==> config.mk <==
export PLATFORM = sky130hd
export DESIGN_NAME = coin_acceptor
export DESIGN_NICKNAME = d
export VERILOG_FILES = /design/src/rtl/coin_acceptor.sv
export SDC_FILE = /design/constraint.sdc
export NUM_CORES = 1
export LEC_CHECK = 0
export CAP_MARGIN = 20
export CORE_UTILIZATION = 35
export DETAILED_ROUTE_END_ITERATION = 12
export PLACE_DENSITY_LB_ADDON = 0.08
export SLEW_MARGIN = 30
export SYNTH_ARGS = -nofsm -noshare
export SYNTH_HDL_FRONTEND = slang
export SYNTH_SLANG_ARGS = --single-unit
export TNS_END_PERCENT = 20
==> constraint.sdc <==
create_clock -name clk -period 2.3 [get_ports clk]
set_input_delay 0.46 -clock clk [delete_from_list [all_inputs] [get_ports clk]]
set_output_delay 0.46 -clock clk [all_outputs]
set_load 0.03 [all_outputs]
==> src/rtl/coin_acceptor.sv <==
// Coin acceptor: synchronised, debounced quarter/dollar sensors with jam detection,
// a coin FIFO and a gapped output pulse sequencer. Define COIN_TOTAL_EN to add coin_total.
module coin_acceptor #(
    parameter int DEBOUNCE_CYCLES = 4,
    parameter int FIFO_DEPTH      = 4
) (
    input  logic                          clk,
    input  logic                          rstn,
    input  logic                          q_sense,
    input  logic                          d_sense,
    input  logic                          hold,
    output logic                          Q_in,
    output logic                          D_in,
    output logic                          coin_reject,
    output logic                          coin_jam,
    output logic [$clog2(FIFO_DEPTH):0]   fifo_count
`ifdef COIN_TOTAL_EN
    ,
    output logic [11:0]                   coin_total
`endif
);

    localparam int CW = $clog2(DEBOUNCE_CYCLES);
    localparam int AW = $clog2(FIFO_DEPTH);
    localparam logic [CW-1:0] LAST_CNT = CW'(DEBOUNCE_CYCLES - 1);
    localparam logic [AW:0]   FULL_CNT = (AW + 1)'(FIFO_DEPTH);

    typedef enum logic [1:0] {IDLE, DEBOUNCE, ACCEPT, WAIT_LOW} state_t;

    // Index 0 is the quarter slot, index 1 the dollar slot.
    logic [1:0] sync1_reg;
    logic [1:0] sync2_reg;
    logic [1:0] accept;
    logic       jam;
    logic       jam_prev_reg;

    always_ff @(posedge clk or negedge rstn) begin
        if (!rstn) begin
            sync1_reg    <= '0;
            sync2_reg    <= '0;
            jam_prev_reg <= 1'b0;
        end else begin
            sync1_reg    <= {d_sense, q_sense};
            sync2_reg    <= sync1_reg;
            jam_prev_reg <= jam;
        end
    end

    assign jam      = sync2_reg[0] & sync2_reg[1];
    assign coin_jam = jam;

    genvar gi;
    generate
        for (gi = 0; gi < 2; gi++) begin : gen_sensor
            state_t        state_reg, state_next;
            logic [CW-1:0] cnt_reg, cnt_next;

            always_ff @(posedge clk or negedge rstn) begin
                if (!rstn) begin
                    state_reg <= IDLE;
                    cnt_reg   <= '0;
                end else begin
                    state_reg <= state_next;
                    cnt_reg   <= cnt_next;
                end
            end

            // A jam overrides everything: the coin is returned, so wait for the slot to clear.
            always_comb begin
                state_next = state_reg;
                cnt_next   = cnt_reg;
                if (jam) begin
                    state_next = WAIT_LOW;
                    cnt_next   = '0;
                end else begin
                    case (state_reg)
                        IDLE: begin
                            if (sync2_reg[gi]) begin
                                state_next = DEBOUNCE;
                                cnt_next   = '0;
                            end
                        end
                        DEBOUNCE: begin
                            if (!sync2_reg[gi]) begin
                                state_next = IDLE;
                                cnt_next   = '0;
                            end else if (cnt_reg == LAST_CNT) begin
                                state_next = ACCEPT;
                                cnt_next   = '0;
                            end else begin
                                cnt_next = cnt_reg + 1'b1;
                            end
                        end
                        ACCEPT: begin
                            state_next = WAIT_LOW;
                            cnt_next   = '0;
                        end
                        WAIT_LOW: begin
                            if (sync2_reg[gi]) begin
                                cnt_next = '0;
                            end else if (cnt_reg == LAST_CNT) begin
                                state_next = IDLE;
                                cnt_next   = '0;
                            end else begin
                                cnt_next = cnt_reg + 1'b1;
                            end
                        end
                        default: begin
                            state_next = IDLE;
                            cnt_next   = '0;
                        end
                    endcase
                end
            end

            assign accept[gi] = (state_reg == ACCEPT);
        end
    endgenerate

    // Enqueue arbitration; a simultaneous quarter is parked for one cycle behind the dollar.
    logic pending_reg, pending_next;
    logic push, push_code;

    always_comb begin
        push         = 1'b0;
        push_code    = 1'b0;
        pending_next = pending_reg;
        if (jam) begin
            pending_next = 1'b0;
        end else if (accept[1]) begin
            push         = 1'b1;
            push_code    = 1'b1;
            pending_next = accept[0];
        end else if (accept[0]) begin
            push = 1'b1;
        end else if (pending_reg) begin
            push         = 1'b1;
            pending_next = 1'b0;
        end
    end

    // FIFO and output sequencer.
    logic          mem [FIFO_DEPTH];
    logic [AW-1:0] wr_ptr_reg, rd_ptr_reg;
    logic [AW:0]   count_reg, count_next;
    logic          q_pulse_reg, d_pulse_reg, reject_reg;
    logic          full, pop, wr_en, drop;

    assign full  = (count_reg == FULL_CNT);
    assign pop   = (count_reg != '0) && !hold && !(q_pulse_reg || d_pulse_reg);
    assign wr_en = push && (!full || pop);
    assign drop  = push && full && !pop;

    always_comb begin
        count_next = count_reg;
        case ({wr_en, pop})
            2'b10:   count_next = count_reg + 1'b1;
            2'b01:   count_next = count_reg - 1'b1;
            default: count_next = count_reg;
        endcase
    end

    always_ff @(posedge clk) begin
        if (wr_en) begin
            mem[wr_ptr_reg] <= push_code;
        end
    end

    always_ff @(posedge clk or negedge rstn) begin
        if (!rstn) begin
            pending_reg <= 1'b0;
            wr_ptr_reg  <= '0;
            rd_ptr_reg  <= '0;
            count_reg   <= '0;
            q_pulse_reg <= 1'b0;
            d_pulse_reg <= 1'b0;
            reject_reg  <= 1'b0;
        end else begin
            pending_reg <= pending_next;
            count_reg   <= count_next;
            if (wr_en) begin
                wr_ptr_reg <= wr_ptr_reg + 1'b1;
            end
            if (pop) begin
                rd_ptr_reg <= rd_ptr_reg + 1'b1;
            end
            q_pulse_reg <= pop && !mem[rd_ptr_reg];
            d_pulse_reg <= pop && mem[rd_ptr_reg];
            reject_reg  <= drop || (jam && !jam_prev_reg);
        end
    end

    assign Q_in        = q_pulse_reg;
    assign D_in        = d_pulse_reg;
    assign coin_reject = reject_reg;
    assign fifo_count  = count_reg;

`ifdef COIN_TOTAL_EN
    logic [11:0] total_reg;
    logic [12:0] total_sum;

    assign total_sum = {1'b0, total_reg}
                     + (q_pulse_reg ? 13'd25 : 13'd0)
                     + (d_pulse_reg ? 13'd100 : 13'd0);

    always_ff @(posedge clk or negedge rstn) begin
        if (!rstn) begin
            total_reg <= '0;
        end else begin
            total_reg <= (total_sum > 13'd4095) ? 12'hFFF : total_sum[11:0];
        end
    end

    assign coin_total = total_reg;
`endif

endmodule

==> results.md, run 1 <==
- Status: finished clean
- GRT Overall Usage: 11.8%
- Clock Sinks: 28
- DR DRC count: 0
- Sequential share of the synthesized area: a little over half
- Total of max-cap violations: 0
- Tmin final: between 2 and 2.5 ns
- Core area: between 0.003 and 0.004 mm^2
- Synth warn: 0
- Hold Violations, Final: 0
- Root Buffer: clkbuf_8
- Total design power: 2.05 mW
- First-pass GRT wire length: roughly 3800 um
- Achievable frequency: just under 500 MHz
- Final period util: roughly nine tenths
- Wire length per cell: roughly 12 um
- Clock Skew: roughly 0.0013 ns
- 1st-pass router iterations: 4
- CP required: roughly 1.8 ns
- Post-synth EDFFs: 4
- Resized Gates After CTS: 0
- Rows: 21
- CTS clock-pin slew for the worst setup and hold paths: around 0.09 ns
- Initial antenna violation count: 0
- Distinct cells, synth: 39
- PwrDens: around 1300 mW/mm^2
- Area Overhead vs Synth: 19.8%
- Hold_ws: about 0.36 ns
- FFs w/ async S/R, synth: 85.7%
- FF-to-FF Start: gen_sensor[0].state_reg[1]
- CTS tree: done
- Critical path class: reg2out
- Syn Inst Count: roughly 110
- CTS H-tree lvls: 1
- Largest net degree at the start of global routing: 25
- Mapped Area: 0.00132 mm^2
- Initial core utilization: about two fifths
- Crit-path max FO: 9
- Via density per instance: ~4.8
- Clk_lat worst skew: around 0.27 ns
- Final ANT Viol Nets: 0
- Least-Margin Pin Slew: about 0.4 ns
- CTS hold repair buffers: 0
- Top-Level Pins: 12
- Crit. Startpoint: sync2_reg[1]
- # setup viols final: 0
- R2r setup slk: 0.24 ns
- Worst min-delay path startpoint: sync1_reg[0]
- Num CTS Buffers: 3
- Element type at the critical path end: primary output
- DR vias: about 800
- Gr ovfl total: 0
- Buffers on Ports: 11
- Post-Syn Nets: between 100 and 150
- Placer Congestion: 0.688
- Commonest non-fill, non-tap cells in the layout: dfrtp_1 (23), clkdlybuf4s50_1 (11), inv_1 (7), nand2_1 (7)
- Maximum VDD drop: slightly below 500 uV
- Slew Viols, Final: 0
- DP Wirelength: roughly 1500 um
- Die height: ~64 um
- Die Wd: around 64 um
- Yosys reg bits: 28
- Startpoint Class: flop
- Share of layout cells above drive strength 1: roughly 17%
- Longest Clk Path Bufs: 2
- Fillers: approximately 340
- Post-Route WL: roughly 2100 um
- Post-synthesis area per instance: between 10 and 15 um^2
- RSZ-0062 raised after global routing: false
- Dominant synthesized flop cell: dfrtp_1
- Most common cell after layout, fill and taps aside: dfrtp_1
- Tightest Hold Check Type: reg2reg
- Antenna cells: 0
- DRT iter0 DRCs: 26
- WP data arrival: approximately 1.6 ns
- Final net count: roughly 140
- Vias in the first global route: between 800 and 900
- Setup Fix Bufs, Post-CTS: 0
- Die area: just over 0.004 mm^2
- Leak pwr: a little under 0.7 nW
- Max-slew headroom: between 70 and 80%
[worst max-delay path, cell delays in order, from the launching register on]
cell             delay (ns)
dfrtp_2                0.45
nand2_2                0.14
inv_1                  0.09
clkdlybuf4s50_1        0.67
[logic make-up (layout without fill, tap and decap cells)]
| kind of cell | Yosys count | after routing | synth area share [%] |
|---|---|---|---|
| adder cells (fa/ha/maj) | 7 | 7 | 7.18 |
| flip-flops | 28 | 28 | 54.4 |
| buffers and inverters | 9 | 27 | 3.21 |
| XOR/XNOR | 5 | 5 | 3.31 |
| AND/OR/NAND/NOR | 34 | 34 | 16.1 |
| AO/OA/AOI/OAI | 21 | 21 | 13.3 |
| multiplexers | 2 | 2 | 2.46 |
[Yosys cell counts, drive strengths merged (2+ instances only)]
library cell	number	area, um^2
xnor2	5	43.8
and2	6	37.5
nor3	3	20.0
buf	2	16.3
a31oi	2	12.5
nand2b	2	12.5
dfrtp	24	601
inv	7	26.3
nor2b	3	36.3
o21ai	2	10.0
edfxtp	4	120
ha	6	75.1
nor2	6	25.0
o32ai	2	17.5
nor4	2	12.5
o22ai	2	12.5
nand2	8	32.5
a22o	2	17.5
a21oi	3	15.0
[through the flow]
step                utilization (%)  instance area [um^2]  TNS, ns  worst slack (ns)  cells
CTS                            45.7                  1580        0             0.110    170
floorplan                         -                  1320        0             0.286    106
detailed placement             43.6                  1510  -0.0392           -0.0392    166
global route                   45.7                  1590        0            0.0851    170
global placement               43.6                  1510  -0.0215           -0.0215    166
finish                         45.7                  1590        0             0.218    170
[layout make-up]
cell class | count | area (um^2) | share of cell area (%)
multi-input combinational | 69 | 561 | 35.4
tap | 46 | 57.6 | 3.63
clock inverter | 1 | 30.0 | 1.89
timing repair buffer | 16 | 148 | 9.31
inverter | 7 | 26.3 | 1.66
clock buffer | 3 | 41.3 | 2.60
sequential | 28 | 722 | 45.5
[power by group]
part / total (mW) / internal (mW) / leakage (nW) / switching (mW)
Sequential: 0.815 / 0.660 / 0.321 / 0.155
Clock: 0.388 / 0.233 / 0.0357 / 0.155
Combinational: 0.843 / 0.429 / 0.331 / 0.414
[per-layer routing]
metal / up-vias / GRT usage, % / part of all wire (%)
li1: 411 / - / -
met1: 393 / 15.9 / 50
met2: 14 / 18.5 / 45
met3: 2 / 3.80 / 4.3
met4: 0 / 2.56 / 0.58
met5: - / 0 / 0
[worst paths after layout]
kind	to	depth (start not counted)
max	coin_jam	3
min	sync2_reg[0]	0
max reg2reg	fifo_count[2]	7
min reg2reg	sync2_reg[0]	0
max in group asynchronous	sync2_reg[1]	2
min in group asynchronous	rd_ptr_reg[1]	2
(Power assumes the default switching activity.)
==> run 2, diff against run 1 <==
CORE_MARGIN = 5   (was default)
GPL_ROUTABILITY_DRIVEN = 0   (was default)
==> results.md, run 2 (synthesis gave the netlist of run 1 again) <==
- Wire length per cell: approximately 12 um
- Final Non-Filler Cells: between 150 and 200
- Resized Gates After CTS: 0
- GRT Overall Usage: roughly 9.2%
- Critical path class: reg2out
- CP max stage delay: 0.67 ns
- Die height: just over 70 um
- 1st-pass router iterations: 4
- Area Overhead vs Synth: 18.0%
- Initial antenna violation count: 0
- Antenna cells: 0
- Die Wd: around 72 um
- Achievable frequency: approximately 460 MHz
- CTS hold repair buffers: 0
- Placed Area: between 0.0015 and 0.002 mm^2
- Largest net degree at the start of global routing: 25
- Clock Sinks: 28
- Crit-path max FO: 9
- Worst path bufs/invs: 2
- Post-Place Cells: between 150 and 200
- DP Wirelength: 1560 um
- Final period util: ~95%
- CTS H-tree lvls: 1
- Die area: about 0.005 mm^2
- Startpoint Class: flop
- Vias in the first global route: ~840
- Longest Clk Path Bufs: 2
- PwrDens: between 1000 and 1500 mW/mm^2
- Hold Violations, Final: 0
- RSZ-0062 raised after global routing: false
- Share of layout cells above drive strength 1: 16.1%
- Final net count: between 100 and 150
- Buffers on Ports: 11
- Worst path cell trace: nand2_2 > inv_1 > clkdlybuf4s50_1
- CTS clock-pin slew for the worst setup and hold paths: approximately 0.090 ns
- Total of max-cap violations: 0
- Clock Skew: between 0.005 and 0.006 ns
- Max-slew headroom: about 73%
- Total design power: around 2 mW
- Top-Level Pins: 12
- # setup viols final: 0
- Design area: 0.00156 mm^2
- Sum of negative setup slack: 0 ns
- Crit-path slowest cell: clkdlybuf4s50_1
- DR vias: 821
- Setup Fix Bufs, Post-CTS: 0
- Clk_lat worst skew: roughly 0.27 ns
- CTS tree: done
- Family with the most delay on the worst path: buffers and inverters
- Commonest non-fill, non-tap cells in the layout: dfrtp_1 (23), clkdlybuf4s50_1 (11), inv_1 (7), nand2_1 (7)
- Gr ovfl total: 0
- CP required: approximately 1.8 ns
- Tightest Hold Check Type: reg2reg
- Least-Margin Pin Slew: 0.405 ns
- Rows: 22
- Core area: 0.00366 mm^2
- Most common cell after layout, fill and taps aside: dfrtp_1
- Slew Viols, Final: 0
- DRT iter0 DRCs: 43
- First-pass GRT wire length: 3740 um
- Initial core utilization: 36.2%
- Element type at the critical path end: primary output
- Leak pwr: approximately 0.67 nW
- Final ANT Viol Nets: 0
- Post-Route WL: 2120 um
- WP data arrival: roughly 1.7 ns
- DR DRC count: 0
- Root Buffer: clkbuf_8
- Worst Slack Setup Final: around 0.12 ns
- Num CTS Buffers: 3
- Status: finished clean
- Fillers: ~350
- Dpl ws: -0.0601 ns
- Tmin final: around 2.2 ns
- Via density per instance: 4.77
- Maximum VDD drop: around 350 uV
## run 2: changes by cell type in the layout (fill, tap and decap cells not counted), sizes merged
cell    before  now
bufinv       1    0
clkbuf       3    4
## run 2: stage by stage
step	utilization (%)	hold slack, ns
detailed placement	41.4	0.335
CTS	42.6	0.357
floorplan	-	0.164
global route	42.7	0.364
finish	42.7	0.355
global placement	41.4	0.333
## run 2: path summary, 6_finish.rpt
kind                                            start            end  slack (ns)  depth (start not counted)
max                                      sync2_reg[1]       coin_jam        0.12                          3
min in group asynchronous                        rstn   sync1_reg[1]        0.54                          2
min reg2reg                              sync1_reg[0]   sync2_reg[0]        0.35                          0
max in group asynchronous                        rstn   sync2_reg[0]        1.51                          2
min                                      sync1_reg[0]   sync2_reg[0]        0.35                          0
max reg2reg                gen_sensor[0].state_reg[1]  fifo_count[2]        0.28                          7
## run 2: where the power goes
| group | leakage [nW] | internal, mW | switching (mW) | total (mW) |
|---|---|---|---|---|
| Sequential | 0.321 | 0.660 | 0.154 | 0.814 |
| Combinational | 0.331 | 0.437 | 0.420 | 0.857 |
| Clock | 0.0228 | 0.124 | 0.147 | 0.272 |
## run 2: layout make-up
cell class	count	area, um^2	area share (%)
multi-input cells	69	561	35.9
clock buffers	4	45.0	2.88
repair buffers	16	148	9.46
inverters	7	26.3	1.68
well taps	48	60.1	3.85
flip-flops and latches	28	722	46.2
## run 2: routing by layer
metal	track usage [%]	vias up	part of all wire, %
met4	3.76	0	1.8
met5	0	-	0
met3	2.52	5	6.0
li1	-	410	-
met1	12.2	386	49
met2	14.2	20	43
